--- src/rtl/two_parallel_serializer.sv ---
`default_nettype none
// ============================================================================
// Module   : two_parallel_serializer
// Brief    : Shifts and narrows FIR sample pairs into a FIFO, then emits them
//            serially even-then-odd. Optional saturation via SERIALIZER_SAT_EN.
// Revision : 1.0  initial release
// ============================================================================
module two_parallel_serializer #(
    parameter int IN_W  = 64,
    parameter int OUT_W = 16,
    parameter int SHIFT = 0,
    parameter int DEPTH = 4
) (
    input  logic             clk,
    input  logic             rst_n,
    input  logic             in_valid,
    output logic             in_ready,
    input  logic [IN_W-1:0]  in_d1,
    input  logic [IN_W-1:0]  in_d2,
    output logic             out_valid,
    input  logic             out_ready,
    output logic [OUT_W-1:0] out_data
`ifdef SERIALIZER_SAT_EN
    ,
    output logic             sat_seen
`endif
);

    localparam int PW = (DEPTH > 1) ? $clog2(DEPTH) : 1;
    localparam logic [PW:0] c_FULL = (PW+1)'(DEPTH);

`ifdef SERIALIZER_SAT_EN
    localparam logic signed [IN_W-1:0] c_MAX_W = {{(IN_W-OUT_W+1){1'b0}}, {(OUT_W-1){1'b1}}};
    localparam logic signed [IN_W-1:0] c_MIN_W = {{(IN_W-OUT_W+1){1'b1}}, {(OUT_W-1){1'b0}}};

    function automatic logic [OUT_W-1:0] narrow(input logic [IN_W-1:0] x);
        logic signed [IN_W-1:0] v;
        v = $signed(x) >>> SHIFT;
        if (v > c_MAX_W)
            return {1'b0, {(OUT_W-1){1'b1}}};
        else if (v < c_MIN_W)
            return {1'b1, {(OUT_W-1){1'b0}}};
        else
            return v[OUT_W-1:0];
    endfunction

    function automatic logic clamps(input logic [IN_W-1:0] x);
        logic signed [IN_W-1:0] v;
        v = $signed(x) >>> SHIFT;
        return (v > c_MAX_W) || (v < c_MIN_W);
    endfunction
`else
    function automatic logic [OUT_W-1:0] narrow(input logic [IN_W-1:0] x);
        return OUT_W'($signed(x) >>> SHIFT);
    endfunction
`endif

    logic [OUT_W-1:0] r_mem1 [DEPTH];
    logic [OUT_W-1:0] r_mem2 [DEPTH];
    logic [PW-1:0]    r_wptr;
    logic [PW-1:0]    r_rptr;
    logic [PW:0]      r_count;
    logic             r_phase;

    logic             w_push;
    logic             w_pop;
    logic             w_free;
    logic [OUT_W-1:0] w_n1;
    logic [OUT_W-1:0] w_n2;

    assign in_ready  = (r_count != c_FULL);
    assign out_valid = (r_count != '0);
    assign w_push    = in_valid && in_ready;
    assign w_pop     = out_valid && out_ready;
    assign w_free    = w_pop && r_phase;
    assign w_n1      = narrow(in_d1);
    assign w_n2      = narrow(in_d2);

    // Plain register mux: no conversion logic on the output path.
    assign out_data  = r_phase ? r_mem2[r_rptr] : r_mem1[r_rptr];

    always_ff @(posedge clk or negedge rst_n) begin
        if (!rst_n) begin
            r_wptr  <= '0;
            r_rptr  <= '0;
            r_count <= '0;
            r_phase <= 1'b0;
            for (int i = 0; i < DEPTH; i++) begin
                r_mem1[i] <= '0;
                r_mem2[i] <= '0;
            end
        end else begin
            if (w_push) begin
                r_mem1[r_wptr] <= w_n1;
                r_mem2[r_wptr] <= w_n2;
                r_wptr         <= r_wptr + PW'(1);
            end
            if (w_pop)
                r_phase <= ~r_phase;
            if (w_free)
                r_rptr <= r_rptr + PW'(1);
            case ({w_push, w_free})
                2'b10:   r_count <= r_count + (PW+1)'(1);
                2'b01:   r_count <= r_count - (PW+1)'(1);
                default: r_count <= r_count;
            endcase
        end
    end

`ifdef SERIALIZER_SAT_EN
    logic r_sat_seen;

    always_ff @(posedge clk or negedge rst_n) begin
        if (!rst_n)
            r_sat_seen <= 1'b0;
        else if (w_push && (clamps(in_d1) || clamps(in_d2)))
            r_sat_seen <= 1'b1;
    end

    assign sat_seen = r_sat_seen;
`endif

endmodule
`default_nettype wire

--- config.mk ---
export PLATFORM = sky130hd
export DESIGN_NAME = two_parallel_serializer
export DESIGN_NICKNAME = d
export VERILOG_FILES = /design/src/rtl/two_parallel_serializer.sv
export SDC_FILE = /design/constraint.sdc
export NUM_CORES = 1
export LEC_CHECK = 0
export BUFFER_PORTS_ARGS = -buffer_cell sky130_fd_sc_hd__buf_2
export CAP_MARGIN = 20
export CORE_MARGIN = 5
export CORE_UTILIZATION = 45
export DETAILED_ROUTE_END_ITERATION = 7
export HOLD_SLACK_MARGIN = 0.03
export PLACE_DENSITY = 0.68
export SLEW_MARGIN = 10
export SYNTH_ARGS = -nofsm -noshare
export SYNTH_HDL_FRONTEND = slang
export SYNTH_SLANG_ARGS = --single-unit
--- constraint.sdc ---
create_clock -name clk -period 3 [get_ports clk]
set_clock_uncertainty 0.05 [all_clocks]
set_input_delay 0.75 -clock clk [delete_from_list [all_inputs] [get_ports clk]]
set_output_delay 0.75 -clock clk [all_outputs]
set_load 0.01 [all_outputs]
==> flow_metrics.tcl <==
set metrics [dict create \
    die_w_um 133 \
    hold_buffers 0 \
    syn_nets 508 \
    layout.nets 559 \
    r2r_cells 8 \
    drt-initial-drc-count 138 \
    cts_sinks 136 \
    antennaDiodeCount 0 \
    startpoint_type "flop" \
    layout_commonest_cell "dfrtp_1" \
    cts_setup_buffers 0 \
    hold_path.class "input pin to async pin" \
    worstMarginPinSlew_ps 720 \
    syn_area_sq_um 6800 \
    vias 3304 \
    synth_top_area_cell "dfrtp_1" \
    startpoint "r_rptr[0]$_DFFE_PN0P_" \
    async_flop_share_pct 100 \
    finalHoldViolCount 0 \
    post-route-min-period_ps 2800 \
    synth_area_leaders "dfrtp_1 (50%), mux2_4 (26%), mux4_2 (11%), mux2_2 (4.1%), buf_12 (3.5%)" \
    rows 45 \
    first_global_vias 3795 \
    max_freq_mhz 357 \
    postLayoutCellArea_sq_um 7720 \
    initial_utilization_pct 45.3 \
    power_density_nw_per_um2 1280 \
    ys_ff_latch 136 \
    yosysTopAreaCellShare_pct 50.0 \
    leakage_nw 3.47 \
    antenna_found_initial 1 \
    wl_per_cell_um 20.3 \
    crit_fanout 10 \
    root_buffer "clkbuf_16" \
    max-cap-violations 0 \
    required_ps 2200 \
    setup_viol 0 \
    ys_seq_area_share_pct 50.0 \
    synth_edf_count 0 \
    tns_ps 0 \
    grt_pass1_wl_um 20500 \
    dr.pass1.iters 4 \
    fp.dieH_um 133 \
    slew_headroom_pct 52.0 \
    fin_crit_sh_pct 93.3 \
    clk_pin_slew_ps 60 \
    crit_path_end "out_data[6]" \
    clkLatencyLatePin_ps 410 \
    io_pins 150 \
    port_buffers 53 \
    pre_cts_ws_ps 609 \
    final_cell_mix "dfrtp_1 (134), mux2_4 (120), buf_2 (52)" \
    cp-end-kind "output pin" \
    avgSynthCellArea_sq_um 18.4 \
    worstPathArrival_ps 2000 \
    ctsResizeCount 0 \
    clock_path_buffers 2 \
    route.antenna.remaining_nets 0 \
    htreeDepth 4 \
    grt_max_degree 60 \
    overflow 0 \
    routed_wl_um 12600 \
    cts_tree "built" \
    gp_congestion 0.743 \
    place_area_sq_um 7070 \
    track_usage_pct 15.0 \
    yosysWarningCount 0 \
    worstPathCellList "buf_4 > mux4_2 > mux2_2 > buf_2" \
    postLayoutSetupSlackWorst_ps 201 \
    numCtsBuffers 17 \
    power_mw 9.87 \
    synthFlopType "dfrtp_1" \
    vdd_drop_max_mv 0.537 \
    max_stage_delay_ps 540 \
    timing.rr.start "r_count[0]$_DFFE_PN0P_" \
    area_delta_synth_final_pct 13.5 \
    synth_cells 370 \
    outcome "complete, no violations" \
    coreArea_sq_um 15000 \
    critPathSlowestCell "mux4_2" \
    vias_per_cell 5.31 \
    drc 0 \
    rrSetupSlack_ps 780 \
    die-area_sq_um 17700 \
    r2r_end "r_count[2]$_DFFE_PN0P_" \
    netlist-cell-type-count 21 \
    final_max_slew_viol_count 0 \
    crit_type "flop to output pin" \
    dpl.hpwl_um 7550 \
    drive_gt1_share_pct 63.1 \
    rsz0062_at_grt "no" \
]
power breakdown:
| group | internal (mW) | leakage, nW | switching, mW |
|---|---|---|---|
| Sequential | 2.80 | 1.61 | 0.608 |
| Clock | 1.52 | 0.316 | 0.769 |
| Combinational | 2.74 | 1.54 | 1.44 |
| Total | 7.05 | 3.47 | 2.82 |
stage by stage:
| step | std cells | hold slack, ps | utilization, % |
|---|---|---|---|
| finish | 622 | 257 | 51.4 |
| global route | 622 | 306 | 51.4 |
| CTS | 622 | 272 | 51.4 |
| detailed placement | 590 | 429 | 47.0 |
| global placement | 590 | 413 | 47.0 |
| floorplan | 370 | 396 | - |
metal layers:
metal,vias to the layer above,global-route usage (%),part of all wire [%]
met5,-,0,0.14
li1,1459,-,-
met3,18,3.23,2.4
met4,2,6.00,1.9
met1,1777,19.7,47
met2,48,24.3,49
worst min path at each step:
stage | from | to | slack, ps | depth (start not counted)
floorplan | rst_n | r_count[0]$_DFFE_PN0P_ | 400 | 0
global placement | r_count[2]$_DFFE_PN0P_ | r_count[2]$_DFFE_PN0P_ | 410 | 1
detailed placement | r_count[2]$_DFFE_PN0P_ | r_count[2]$_DFFE_PN0P_ | 430 | 1
CTS | rst_n | r_mem1[0]$_DFFE_PN0P_ | 270 | 1
global route | rst_n | r_mem1[0]$_DFFE_PN0P_ | 310 | 1
finish | rst_n | r_mem1[17]$_DFFE_PN0P_ | 260 | 1
synthesized netlist by cell type, types with 2 or more instances:
| library cell | count |
|---|---|
| and3_4 | 4 |
| ha_1 | 5 |
| mux2_4 | 120 |
| clkbuf_1 | 6 |
| mux4_2 | 32 |
| mux2_2 | 25 |
| nand2_1 | 2 |
| xor2_1 | 3 |
| buf_6 | 5 |
| buf_12 | 12 |
| inv_1 | 5 |
| buf_2 | 4 |
| dfrtp_1 | 136 |
| xnor2_1 | 4 |
worst max-delay path: cells and delay by family, from the launching register on:
kind | cells | cell delay, ps
DFF | 1 | 380
muxes | 2 | 840
buffers and inverters | 2 | 380
cell type report:
class / count / area, sq um
clock buffers: 20 / 457
repair buffers: 59 / 367
fillers: 1176 / 7310
well taps: 188 / 235
flip-flops and latches: 136 / 3410
inverters: 5 / 18.8
clock inverters: 12 / 198
multi-input cells: 202 / 3040
cells by family (layout without fill, tap and decap cells):
family        Yosys count  after routing  synth area share [%]
simple gates           11             11                  1.25
buf+inv                32             96                  5.26
xor+xnor                7              7                 0.901
fa+ha+maj               6              6                  1.21
flops                 136            136                  50.0
mux                   178            178                  41.4
registers in the layout, indices dropped and copies added (netlist names):
| name | flops |
|---|---|
| r_rptr | 2 |
| r_wptr | 2 |
| r_mem1 | 64 |
| r_phase | 1 |
| r_mem2 | 64 |
| r_count | 3 |
No activity file was read; power rests on OpenSTA's default activity.
